File: config.mk
export PLATFORM = sky130hd
export DESIGN_NAME = dm_access_ctrl
export DESIGN_NICKNAME = d
export VERILOG_FILES = /design/src/rtl/dm_ctrl_pkg.sv /design/src/rtl/dm_wait_timer.sv /design/src/rtl/dm_access_ctrl.sv
export SDC_FILE = /design/constraint.sdc
export NUM_CORES = 1
export LEC_CHECK = 0
export ABC_CLOCK_PERIOD_IN_PS = 2000
export CELL_PAD_IN_SITES_DETAIL_PLACEMENT = 0
export CELL_PAD_IN_SITES_GLOBAL_PLACEMENT = 1
export CORE_UTILIZATION = 29
export DETAILED_ROUTE_END_ITERATION = 7
export PLACE_DENSITY = 0.79
export SYNTH_ARGS = -nofsm -noshare
export SYNTH_HDL_FRONTEND = slang
export SYNTH_SLANG_ARGS = --single-unit
File: constraint.sdc
create_clock -name clk -period 2 [get_ports clk]
set_input_delay 0.2 -clock clk [delete_from_list [all_inputs] [get_ports clk]]
set_output_delay 0.2 -clock clk [all_outputs]
set_load 0.05 [all_outputs]
File: src/rtl/dm_ctrl_pkg.sv
// Shared types and constants for the data-memory access sequencer.
package dm_ctrl_pkg;

   localparam int DATA_W      = 16;
   localparam int TIMEOUT_DEF = 16;

   typedef enum logic [1:0] {
      ST_IDLE  = 2'd0,
      ST_ISSUE = 2'd1,
      ST_WAIT  = 2'd2,
      ST_DONE  = 2'd3
   } dm_state_e;

endpackage

File: src/rtl/dm_wait_timer.sv
// WAIT-cycle counter with clear/enable; flags the last permitted WAIT cycle.
module dm_wait_timer
   import dm_ctrl_pkg::*;
#(
   parameter int TIMEOUT_CYC = TIMEOUT_DEF
) (
   input  logic clk,
   input  logic rst,
   input  logic clr,
   input  logic en,
   output logic expired
);

   logic [7:0] count;

   // NOTE: sequential state uses non-blocking assignments so every register samples pre-edge values.
   always_ff @(posedge clk) begin
      if (rst || clr) begin
         count <= 8'd0;
      end else if (en) begin
         count <= count + 8'd1;
      end
   end

   // Count starts at 0 in the first WAIT cycle, so this marks WAIT cycle number TIMEOUT_CYC.
   assign expired = (count == 8'(TIMEOUT_CYC - 1));

endmodule

File: src/rtl/dm_access_ctrl.sv
// Data-memory stage sequencer: one read/write per request, stall/done handshake, halt drain.
// Optional build macro ALIGN_CHECK_EN faults odd-address requests without a memory strobe.
module dm_access_ctrl
   import dm_ctrl_pkg::*;
#(
   parameter int TIMEOUT_CYC = TIMEOUT_DEF
) (
   input  logic              clk,
   input  logic              rst,
   input  logic [DATA_W-1:0] EXDM_ALU,
   input  logic [DATA_W-1:0] EXDM_RTData,
   input  logic              EXDM_MemRead,
   input  logic              EXDM_MemWrt,
   input  logic              EXDM_HaltSig,
   output logic [DATA_W-1:0] mem_addr,
   output logic [DATA_W-1:0] mem_wdata,
   output logic              mem_en,
   output logic              mem_wr,
   input  logic [DATA_W-1:0] mem_rdata,
   input  logic              mem_stall,
   input  logic              mem_done,
   output logic              dm_stall,
   output logic [DATA_W-1:0] DM_rdata,
   output logic              DM_valid,
   output logic              DM_err,
   output logic              halt_done
);

   dm_state_e state, next_state;
   logic      req_any, req_one, req_bad, misalign;
   logic      fault, tmr_clr, tmr_en, tmr_expired;
   logic      halt_pend;

   dm_wait_timer #(.TIMEOUT_CYC(TIMEOUT_CYC)) u_timer (
      .clk     (clk),
      .rst     (rst),
      .clr     (tmr_clr),
      .en      (tmr_en),
      .expired (tmr_expired)
   );

   assign req_any = EXDM_MemRead | EXDM_MemWrt;
   assign req_one = EXDM_MemRead ^ EXDM_MemWrt;
   assign req_bad = EXDM_MemRead & EXDM_MemWrt;

`ifdef ALIGN_CHECK_EN
   assign misalign = req_one & EXDM_ALU[0];
`else
   assign misalign = 1'b0;
`endif

   // NOTE: every always_comb output gets a default first so no path leaves it unassigned (no latch).
   always_comb begin
      next_state = state;
      fault      = 1'b0;
      tmr_clr    = 1'b0;
      tmr_en     = 1'b0;
      case (state)
         ST_IDLE: begin
            if (req_bad || misalign) begin
               next_state = ST_DONE;
               fault      = 1'b1;
            end else if (req_one) begin
               next_state = ST_ISSUE;
            end
         end
         ST_ISSUE: begin
            if (!mem_stall) begin
               next_state = ST_WAIT;
               tmr_clr    = 1'b1;
            end
         end
         ST_WAIT: begin
            tmr_en = 1'b1;
            // A done arriving in the final WAIT cycle still completes the access.
            if (mem_done) begin
               next_state = ST_DONE;
            end else if (tmr_expired) begin
               next_state = ST_DONE;
               fault      = 1'b1;
            end
         end
         ST_DONE: next_state = ST_IDLE;
         default: next_state = ST_IDLE;
      endcase
   end

   assign dm_stall = ((state == ST_IDLE) && req_any) || (state == ST_ISSUE) || (state == ST_WAIT);

   always_ff @(posedge clk) begin
      if (rst) begin
         state     <= ST_IDLE;
         mem_addr  <= '0;
         mem_wdata <= '0;
         mem_en    <= 1'b0;
         mem_wr    <= 1'b0;
         DM_rdata  <= '0;
         DM_valid  <= 1'b0;
         DM_err    <= 1'b0;
         halt_done <= 1'b0;
         halt_pend <= 1'b0;
      end else begin
         state    <= next_state;
         mem_en   <= (next_state == ST_ISSUE);
         DM_valid <= (next_state == ST_DONE) && !fault;
         DM_err   <= (next_state == ST_DONE) && fault;

         if ((state == ST_IDLE) && (next_state == ST_ISSUE)) begin
            mem_addr  <= EXDM_ALU;
            mem_wdata <= EXDM_RTData;
            mem_wr    <= EXDM_MemWrt;
         end

         if ((state == ST_WAIT) && mem_done && !mem_wr) begin
            DM_rdata <= mem_rdata;
         end

         // A halt seen alongside a request is deferred until that access leaves DONE.
         if ((state == ST_IDLE) && EXDM_HaltSig) begin
            if (req_any) halt_pend <= 1'b1;
            else         halt_done <= 1'b1;
         end
         if ((state == ST_DONE) && halt_pend) begin
            halt_done <= 1'b1;
            halt_pend <= 1'b0;
         end
      end
   end

endmodule

Word level (Yosys, flattened, before mapping) --
Cells that the tools add are included.
Storage, ports and cells: memories 0, bits in latches 0, output and inout bits 54, register bits after elaboration 64, logic and storage cells 56, RAM bits 0, ROM bits 0
Cells by class: magnitude comparators 0, reductions and logical operators 18, $mul 0, div/mod/pow operators 0, bitwise logic cells 3, add/subtract/negate cells 1, equality and inequality tests 7, muxes and demuxes 16, shift operators 0
Operator list (count):
- $mux 2 | 5
- $mux 1 | 9
- $add 8x1->8 const B | 1
- $eq 8x4->1 const B | 1
- $logic_and 1x1->1 | 8
- $pmux 2 s4 | 1
- $eq 2x2->1 const B | 3
- $eq 2x1->1 const B | 2
- $reduce_and 2->1 | 2
- $logic_or 1x1->1 | 3
- $logic_not 1->1 | 2
- $logic_not 2->1 | 1
- $ne 2x1->1 const B | 1
- $pmux 1 s2 | 1
- $reduce_bool 2->1 | 1
- $reduce_or 2->1 | 1
- $and 1x1->1 | 1
- $or 1x1->1 | 1
- $xor 1x1->1 | 1

Longest topological paths before layout --
Gate-level depths: netlist of the first run.
depth after elaboration 6, depth in mapped cells 7

Modules after synthesis --
A second synthesis of the first run with hierarchy kept.
Unflattened totals: cell total of the unflattened synthesis 297, area, all modules 2487.4 µm²
Modules (own cells, without submodules):
- dm_access_ctrl | seq. area each 1121.1 µm², cells an instance 257, times used 1, area each 2129.5 µm²
- dm_wait_timer | seq. area each 160.2 µm², cells an instance 40, times used 1, area each 357.8 µm²

Worst setup path after synthesis of the first run --
Ideal clock, no wire load.
path type register to output, from register state[1], to output port dm_stall, data arrival time 1.466 ns, stages on the path, launching flop included 5, data required time 1.800 ns, path buffers 2, slack 0.334 ns, cell sequence dfxtp_1 > buf_6 > buf_2 > nor3b_1 > a21oi_1
On the way: cells in the longest elaborated chain, start to end 4
Ends and longest elaborated chain:
- start, declared | line dm_access_ctrl.sv:29 | dm_state_e state, next_state;
- start signal, assigned | line dm_access_ctrl.sv:103 | state <= next_state;
- $logic_not 2->1 | line dm_access_ctrl.sv:88 | assign dm_stall = ((state == ST_IDLE) && req_any) || (state == ST_ISSUE) || (state == ST_WAIT);
- $logic_and 1x1->1 | line dm_access_ctrl.sv:88
- $logic_or 1x1->1 | line dm_access_ctrl.sv:88
- $logic_or 1x1->1 * | line dm_access_ctrl.sv:88
- end, declared | line dm_access_ctrl.sv:22 | output logic dm_stall,
Mark *: on every way between the ends. The rest lies on a longest branch, timed or not.

Worst setup path in the final report of the first run --
from input port EXDM_MemWrt, to output port dm_stall
On the way: cells in the longest elaborated chain, start to end 4
Ends and longest elaborated chain:
- start, declared | line dm_access_ctrl.sv:13 | input logic EXDM_MemWrt,
- $or 1x1->1 | line dm_access_ctrl.sv:42 | assign req_any = EXDM_MemRead | EXDM_MemWrt;
- $logic_and 1x1->1 | line dm_access_ctrl.sv:88
- $logic_or 1x1->1 (2 in a row) | line dm_access_ctrl.sv:88
No other way between the ends.

==> results of run 1 <==
-- worst reg2reg max path, delay by kind of cell, from the launching register on --
family	cells	cell delay (ps)
AND/OR/NAND/NOR	2	860
flip-flops	1	440
buffers and inverters	1	220
AO/OA/AOI/OAI	1	70
-- state kept, by name, summed over array words and instances (netlist names) --
signal and cells:
mem_addr 16, DM_err 1, DM_rdata 16, u_timer.count 8
mem_wr 1, mem_wdata 16, halt_done 1, halt_pend 1
DM_valid 1, state 2, mem_en 1
-- power groups by stage --
stage / clock, mW / sequential [mW] / combinational (mW)
2_1_floorplan: 0 / 1.68 / 0.279
3_5_place_dp: 0 / 1.45 / 0.833
4_1_cts: 0.992 / 1.42 / 0.837
5_1_grt: 1.05 / 1.43 / 0.888
3_3_place_gp: 0 / 1.44 / 0.827
6_report: 0.944 / 1.42 / 0.828
-- area by class of cell --
class                      instances  share of cell area
clock buffer                      10              0.0359
tap                              105              0.0343
multi-input combinational        209               0.273
timing repair buffer             119               0.308
inverter                           5             0.00490
clock inverter                     6             0.00914
sequential                        64               0.334
-- kinds of logic (layout without fill, tap and decap cells) --
group,after synthesis,in the layout
and+or+nand+nor,133,133
AOI/OAI and AO/OA,70,70
DFF,64,64
buffers and inverters,26,140
adders and majority gates,3,3
xor gates and xnor gates,2,2
muxes,1,1
-- Yosys cell counts, types with 3 or more instances --
library cell | instances | area, µm²
buf_6 | 6 | 67.6
clkbuf_1 | 8 | 30.0
a21oi_1 | 58 | 290
o21ai_0 | 5 | 25.0
dfxtp_1 | 64 | 1280
buf_2 | 6 | 30.0
nor2_1 | 5 | 18.8
or3_1 | 4 | 25.0
ha_1 | 3 | 37.5
nand2_1 | 103 | 387
nor3b_1 | 3 | 22.5
inv_1 | 5 | 18.8
-- how the worst min path moves through the flow --
stage | start | endpoint | cells past startpoint
final | mem_rdata[10] | DM_rdata[10]$_SDFFE_PP0P_ | 3
after detailed placement | DM_rdata[4]$_SDFFE_PP0P_ | DM_rdata[4]$_SDFFE_PP0P_ | 2
after CTS | mem_rdata[10] | DM_rdata[10]$_SDFFE_PP0P_ | 3
after global placement | mem_wdata[0]$_SDFFE_PP0P_ | mem_wdata[0]$_SDFFE_PP0P_ | 2
after global routing | EXDM_ALU[1] | mem_addr[1]$_SDFFE_PP0P_ | 3
after floorplan | EXDM_ALU[0] | mem_addr[0]$_SDFFE_PP0P_ | 2
-- metal layers --
metal / track usage / wire, µm
met5: 0 / 0
met4: 0.0385 / 66
met3: 0.0558 / 397
met2: 0.239 / 2910
met1: 0.198 / 3010
-- placed cells by master (no fill, tap or decap), types with 2 or more instances in the layout --
master / n
nor3b_1: 3
a21oi_1: 58
nand2_1: 103
clkinv_2: 4
o21ai_0: 5
nor3_1: 2
clkbuf_8: 10
ha_1: 3
nor2b_1: 2
clkinvlp_4: 2
or3_1: 4
o31ai_1: 2
inv_1: 5
buf_4: 10
clkdlybuf4s50_1: 106
dfxtp_1: 64
nor4_1: 2
nor2_1: 5
buf_12: 2
==> metrics, run 1 <==
FFs w/ async S/R, synth=0; Slew @ Worst Pin=718 ps; Reg power frac=0.444; Die Footprint=8890 µm²; Filler cells=798; latest clock arrival within the worst-skew pair=330 ps; vias=2328; Top FF cell, synth=dfxtp_1; Antenna diodes=0; clk sinks=64; Syn Inst Count=299; delay of the slowest critical-path stage=510 ps; synthesized area=2470 µm²; Buffers & Inverters on Critical Path=3; Max Fclk=561 MHz; sequential standard cell area=1280 µm²; mux share of post-synthesis cell area=0.00405; Worst Skew=5.54 ps; final hold violations=0; GP Congestion=0.711; vias in the first global route=2129; DP Worst Slack=-96.5 ps; WS Path Type=in2out; grt ovf=0; DRC Markers=0; setup violators final=0; Slowest-stage cell, CP=clkdlybuf4s50_1; CTS tree=built; Worst Hold Class=in2reg; TritonCTS buffer count=9; fin. max-slew vios=0; Yosys reg bits=64; Boundary Pins=109; root buffer cell=clkbuf_8; Cell Area, Placed=3660 µm²; Worst Path Required=1800 ps; initial antenna violation count=0; Rel. slew slack=0.521; Core Area=8220 µm²; number of warnings issued by yosys=0; Worst Setup EP=dm_stall; DRT iter0 DRCs=90; Adder-Cell Fraction of Synth Area=0.0152; total power=3.19 mW; critical path's top delay family=buffers and inverters; fin nets=466; setup bufs post-CTS=0; area delta synth->final=55.0%; TNS Setup=0 ps; TritonRoute pass-1 iters=4; deepest clock path buffer count=2; clock power share=0.296; Post-DRT Antenna Nets=0; startpoint class of the critical path=input port; worst vdd ir=0.000493 V; Pleak=1.36 nW; number of synthesized flops with an enable pin=0; synth unique cells=37; worst-path fanout max=3; simple-gate share of the synthesized area=0.245; Buffers on Ports=108; power density cells=833 nW/µm²; CP Capture Type=output port; area of the multi-input gates=1050 µm²; Compound-Gate Fraction of Synth Area=0.150; main combinational cell family by area after synthesis=simple AND/OR/NAND/NOR gates; P_sw=1.02 mW; power share of the combinational group=0.260; Post-CTS Hold Buffers=0; # placed instances=502; arrival time worst endpoint=1580 ps; routed vias/inst=4.49; FP Rows=33; Syn Nets=357; Initial Util=0.301; final core occ=0.466; first-pass GRT wire length=10.4 mm; sequential area share after synthesis=0.518; final hold slack=404 ps; Die W=94.3 µm; DPL Wire Length=4.56 mm; die span in y=94.3 µm; post-route clock period utilization=0.892; status=finished, final reports clean; Clock transition at path regs=70 ps; Final Critical Period=1780 ps; wire length per cell=12.3 µm; PostCTS Resize Cnt=0; Total Wirelength=6.39 mm; Final Non-Filler Cells=518; Pint=2.17 mW; GR Util All Layers=0.153; Crit path depth=6; htree depth=3; share of layout cells above drive strength 1=0.0775; FF-to-FF path depth=4; XOR/XNOR Fraction of Synth Area=0.00709; switching share of power=0.319; r2r setup slk=270 ps; fin area=3830 µm²; crit path launch=EXDM_MemWrt; unrepaired setup endpoints after global routing=no; largest net degree at the start of global routing=38; max-capacitance violation count=0; Final WS setup=216 ps; CP cell instances=clkdlybuf4s50_1 -> inv_1 -> ha_1 -> nor3b_1 -> a21oi_1 -> buf_12; syn avg cell area=8.26 µm²; Worst R2R End=mem_addr[1]$_SDFFE_PP0P_; RR Startpoint=state[1]$_SDFF_PP0_
Power figures use the tool's default switching activity.
==> inputs of run 2 (changes only) <==
ABC_CLOCK_PERIOD_IN_PS = 2250   (was 2000)
CORE_UTILIZATION = 31   (was 29)
PLACE_DENSITY = 0.83   (was 0.79)
clock period = 2.25 ns   (was 2 ns; I/O delays follow)
==> run 2 against run 1 <==
Effect of this change:
- setup slack gained 170 ps
- sequential cell count is the same
- register-to-register slack gained 200 ps
- via count grew 1.3%
- clock skew is essentially flat
- combinational power shrank 15%
- sequential share of layout area grew 0.20 points
- worst hold slack gained 11 ps
- highest routed layer unchanged
==> metrics, run 2 (synthesis results as in run 1) <==
setup violators final=0 (unchanged); vias in the first global route=2254 (+5.9%); Total Wirelength=6.25 mm (-2.1%); clock power share=0.333 (+0.037); fin nets=460 (-1.3%); final core occ=0.493 (+0.0266); TritonCTS buffer count=9 (unchanged); worst vdd ir=0.000438 V (-11%); initial antenna violation count=0 (unchanged); area delta synth->final=54.1%; most common cell after layout, fill and taps aside=clkdlybuf4s50_1; FP Rows=32 (-3.0%); Worst Skew=5.78 ps (+0.236 ps); max-capacitance violation count=0 (unchanged); setup bufs post-CTS=0 (unchanged); Post-DRT Antenna Nets=0 (unchanged); Slew @ Worst Pin=661 ps (-57.3 ps); Buffers on Ports=108 (unchanged); vias=2359 (+1.3%); Pleak=1.34 nW (-1.1%); power density cells=776 nW/µm² (-6.8%); grt ovf=0 (unchanged); TNS Setup=0 ps (unchanged); Max Fclk=536 MHz; arrival time worst endpoint=1640 ps (+60 ps); Final Non-Filler Cells=509 (-1.7%); final hold violations=0 (unchanged); Post-CTS Hold Buffers=0 (unchanged); DRC Markers=0 (unchanged); GP Congestion=0.768 (+7.9%); HP Start=rst; DPL Wire Length=4.31 mm (-5.5%); total power=2.96 mW (-7.3%); unrepaired setup endpoints after global routing=no; Core Area=7730 µm² (-6.0%); status=finished, final reports clean; P_sw=895 µW (-12%); Antenna diodes=0 (unchanged); WS Path Type=reg2out; Final Critical Period=1870 ps; Rel. slew slack=0.560 (+0.0382); Initial Util=0.320 (+0.0190); Hold EP=state[1]$_SDFF_PP0_; post-route clock period utilization=0.830; r2r setup slk=470 ps (+200 ps); Reg power frac=0.430 (-0.014); PostCTS Resize Cnt=0 (unchanged); htree depth=3 (unchanged); most frequent cells in the layout=clkdlybuf4s50_1, nand2_1, dfxtp_1; CP Capture Type=output port; power share of the combinational group=0.237 (-0.023); first-pass GRT wire length=10.3 mm (-1.6%); startpoint class of the critical path=flop; biggest regs=DM_rdata (16), mem_addr (16), mem_wdata (16); Final WS setup=383 ps (+167 ps); WHS Path Cells=2 (-1); CTS tree=built; RR Startpoint=state[1]$_SDFF_PP0_; fin. max-slew vios=0 (unchanged); Die W=91.3 µm (-3.2%); fin area=3810 µm² (-0.59%); latest clock arrival within the worst-skew pair=330 ps (about the same); DP Worst Slack=91.0 ps (+187 ps); Die Footprint=8330 µm² (-6.3%); Pint=2.06 mW (-5.0%); GR Util All Layers=0.153 (about the same); deepest clock path buffer count=2 (unchanged); final hold slack=415 ps (+10.9 ps); share of layout cells above drive strength 1=0.0590 (-0.0185); switching share of power=0.303 (-0.0168); DRT iter0 DRCs=57 (-37%); die span in y=91.3 µm (-3.2%); Boundary Pins=109 (unchanged); Clock transition at path regs=70 ps (about the same); Cell Area, Placed=3610 µm² (-1.3%); worst-path fanout max=20 (+17); Worst Path Required=2030 ps (+230 ps); # placed instances=493 (-1.8%); crit path launch=state[0]$_SDFF_PP0_; root buffer cell=clkbuf_8; clk sinks=64 (unchanged); wire length per cell=12.3 µm (-0.35%); TritonRoute pass-1 iters=4 (unchanged); Worst R2R End=u_timer.count[7]$_SDFFE_PP0N_; routed vias/inst=4.63 (+3.1%); largest net degree at the start of global routing=36 (-5.3%); FF-to-FF path depth=3 (-1); Worst Hold Class=in2reg
-- run 2: changes by cell type in the layout (fill, tap and decap cells not counted) --
cell | before | now
clkbuf_8 | 10 | 11
bufinv_16 | 0 | 1
buf_4 | 10 | 4
clkbuf_1 | 0 | 2
clkinv_2 | 4 | 2
clkinvlp_4 | 2 | 0
-- run 2: area by class of cell --
cell class,count,area [µm²]
clock buffers,13,159
inverters,5,18.8
flip-flops and latches,64,1280
fillers,746,3920
well taps,102,128
clock inverters,3,40.0
multi-input cells,209,1050
repair buffers,113,1140
-- run 2: power by group through the flow --
| stage | clock, mW | sequential (mW) | combinational [mW] |
|---|---|---|---|
| CTS | 1.02 | 1.27 | 0.707 |
| global placement | 0 | 1.30 | 0.700 |
| floorplan | 0 | 1.49 | 0.248 |
| global route | 1.07 | 1.28 | 0.745 |
| finish | 0.984 | 1.27 | 0.700 |
| detailed placement | 0 | 1.30 | 0.704 |
-- run 2: worst max path at each step --
| stage | cells past startpoint | to | slack (ps) |
|---|---|---|---|
| after floorplan | 4 | dm_stall | 560 |
| after global placement | 6 | mem_addr[4]$_SDFFE_PP0P_ | 140 |
| after detailed placement | 6 | mem_wdata[12]$_SDFFE_PP0P_ | 90 |
| after CTS | 3 | dm_stall | 340 |
| after global routing | 3 | dm_stall | 230 |
| final | 3 | dm_stall | 380 |
-- run 2: routing by layer --
metal	vias to the layer above	global-route usage	wire, µm
li1	1197	-	-
met2	63	0.259	2990
met1	1088	0.182	2850
met5	-	0	0
met4	0	0.0675	118
met3	11	0.0377	297
-- run 2: critical path, cell delays in order (launching register included) --
cell,delay (ps)
dfxtp_1,730
nor3b_1,150
a21oi_1,250
buf_12,170
==> inputs of run 3 (changes only) <==
ABC_CLOCK_PERIOD_IN_PS = 1910   (was 2250)
CORE_UTILIZATION = 29   (was 31)
PLACE_DENSITY = 0.79   (was 0.83)
clock period = 1.91 ns   (was 2.25 ns; I/O delays follow)
==> run 3 against run 2 <==
Effect of this change:
- clock skew shrank 1.2 ps
- combinational power rose by 24%
- die area grew 6.7%
- clock-buffer cell count shrank 1
- cell area is 0.46% higher
- sequential cell count stayed put
- utilization decreased by 2.7 points
- register-to-register slack worse by 80 ps
- cell count increased by 1.4%
- clock power is 1% lower
- first-iteration DRC count rose by 23%
==> metrics, run 3 (synthesis results as in run 1) <==
routed vias/inst=4.52 (-2.4%); deepest clock path buffer count=2 (unchanged); worst vdd ir=0.000310 V (-29%); WS Path Type=reg2out; Slowest-stage cell, CP=dfxtp_1; share of layout cells above drive strength 1=0.0706 (+0.0116); final hold violations=0 (unchanged); # placed instances=503 (+2.0%); arrival time worst endpoint=1620 ps (-20 ps); Initial Util=0.301 (-0.0190); CP Capture Type=output port; Die W=94.3 µm (+3.3%); final hold slack=289 ps (-126 ps); setup violators final=0 (unchanged); Die Footprint=8890 µm² (+6.7%); startpoint class of the critical path=flop; vias in the first global route=2096 (-7.0%); most common cell after layout, fill and taps aside=clkdlybuf4s50_1; vias=2334 (-1.1%); Boundary Pins=109 (unchanged); CP cell instances=buf_4 -> nor3b_1 -> a21oi_1 -> buf_12; final core occ=0.466 (-0.0272); DRT iter0 DRCs=70 (+23%); Buffers & Inverters on Critical Path=2 (+1); htree depth=3 (unchanged); Final Critical Period=1810 ps; critical path's top delay family=flip-flops; RR Startpoint=state[0]$_SDFF_PP0_; max-capacitance violation count=0 (unchanged); status=finished, final reports clean; Hold EP=DM_rdata[10]$_SDFFE_PP0P_; post-route clock period utilization=0.949; first-pass GRT wire length=10.2 mm (-0.67%); delay of the slowest critical-path stage=510 ps (-220 ps); Worst Path Required=1720 ps (-310 ps); biggest regs=DM_rdata (16), mem_addr (16), mem_wdata (16); TritonCTS buffer count=9 (unchanged); PostCTS Resize Cnt=0 (unchanged); worst-path fanout max=10 (-50%); Worst Skew=4.61 ps (-1.17 ps); Buffers on Ports=108 (unchanged); FP Rows=33 (+3.1%); Total Wirelength=6.41 mm (+2.6%); HP Start=rst; largest net degree at the start of global routing=34 (-5.6%); area delta synth->final=54.8%; r2r setup slk=390 ps (-80 ps); Core Area=8220 µm² (+6.3%); Slew @ Worst Pin=540 ps (-120 ps); fin. max-slew vios=0 (unchanged); grt ovf=0 (unchanged); latest clock arrival within the worst-skew pair=320 ps (about the same); power density cells=868 nW/µm² (+12%); fin nets=467 (+1.5%); die span in y=94.3 µm (+3.3%); Pleak=1.36 nW (+1.2%); Clock transition at path regs=60 ps (about the same); WHS Path Cells=2 (unchanged); TritonRoute pass-1 iters=4 (unchanged); Rel. slew slack=0.639 (+0.0791); GR Util All Layers=0.150 (-0.00329); setup bufs post-CTS=0 (unchanged); root buffer cell=clkbuf_8; initial antenna violation count=0 (unchanged); DRC Markers=0 (unchanged); DPL Wire Length=4.51 mm (+4.6%); Post-DRT Antenna Nets=0 (unchanged); Final Non-Filler Cells=516 (+1.4%); Filler cells=844 (+13%); GP Congestion=0.717 (-6.6%); CTS tree=built; clk sinks=64 (unchanged); Max Fclk=552 MHz; Post-CTS Hold Buffers=0 (unchanged); wire length per cell=12.4 µm (+1.2%); Antenna diodes=0 (unchanged); unrepaired setup endpoints after global routing=no; FF-to-FF path depth=3 (unchanged); Worst Hold Class=in2reg; Worst R2R End=mem_wdata[1]$_SDFFE_PP0P_; most frequent cells in the layout=clkdlybuf4s50_1, nand2_1, dfxtp_1; TNS Setup=0 ps (unchanged)
run 3: cell types whose count changed in the layout (fill, tap and decap cells not counted):
cell,previous run,this run
bufinv_16,1,0
clkinv_2,2,1
clkbuf_1,2,1
buf_4,4,11
run 3: cell type report:
type / instances / area [µm²] / share of cell area
tap: 105 / 131 / 0.0343
timing repair buffer: 120 / 1190 / 0.311
clock buffer: 12 / 155 / 0.0405
inverter: 5 / 18.8 / 0.00491
multi-input combinational: 209 / 1050 / 0.273
clock inverter: 1 / 5.00 / 0.00131
sequential: 64 / 1280 / 0.335
run 3: routing by layer:
metal / vias to the layer above / track usage / wire, µm
li1: 1207 / - / -
met1: 1053 / 0.195 / 2980
met2: 68 / 0.225 / 2930
met3: 6 / 0.0477 / 414
met4: 0 / 0.0654 / 85
met5: - / 0 / 0
run 3: power breakdown:
part           internal [mW]  switching, mW  total, mW  leakage (nW)
clock                  0.518          0.454      0.972        0.0842
sequential              1.42         0.0591       1.48         0.521
combinational          0.354          0.512      0.866         0.753
run 3: how the worst max path moves through the flow:
stage / startpoint / depth (start not counted) / end / slack, ps
after floorplan: state[1]$_SDFF_PP0_ / 4 / dm_stall / 250
final: state[1]$_SDFF_PP0_ / 4 / dm_stall / 100
after global placement: EXDM_MemRead / 6 / mem_wdata[9]$_SDFFE_PP0P_ / -80
after CTS: state[1]$_SDFF_PP0_ / 4 / dm_stall / 100
after global routing: state[1]$_SDFF_PP0_ / 4 / dm_stall / 20
after detailed placement: EXDM_MemRead / 6 / mem_wdata[1]$_SDFFE_PP0P_ / -110
run 3: stage by stage:
step / total power, mW / setup WS [ps] / cell area, µm²
final: 3.32 / 97.7 / 3830
after global routing: 3.51 / 24.2 / 3830
after global placement: 2.38 / -77.2 / 3670
after detailed placement: 2.38 / -108 / 3670
after CTS: 3.38 / 104 / 3830
after floorplan: 2.05 / 253 / 2470
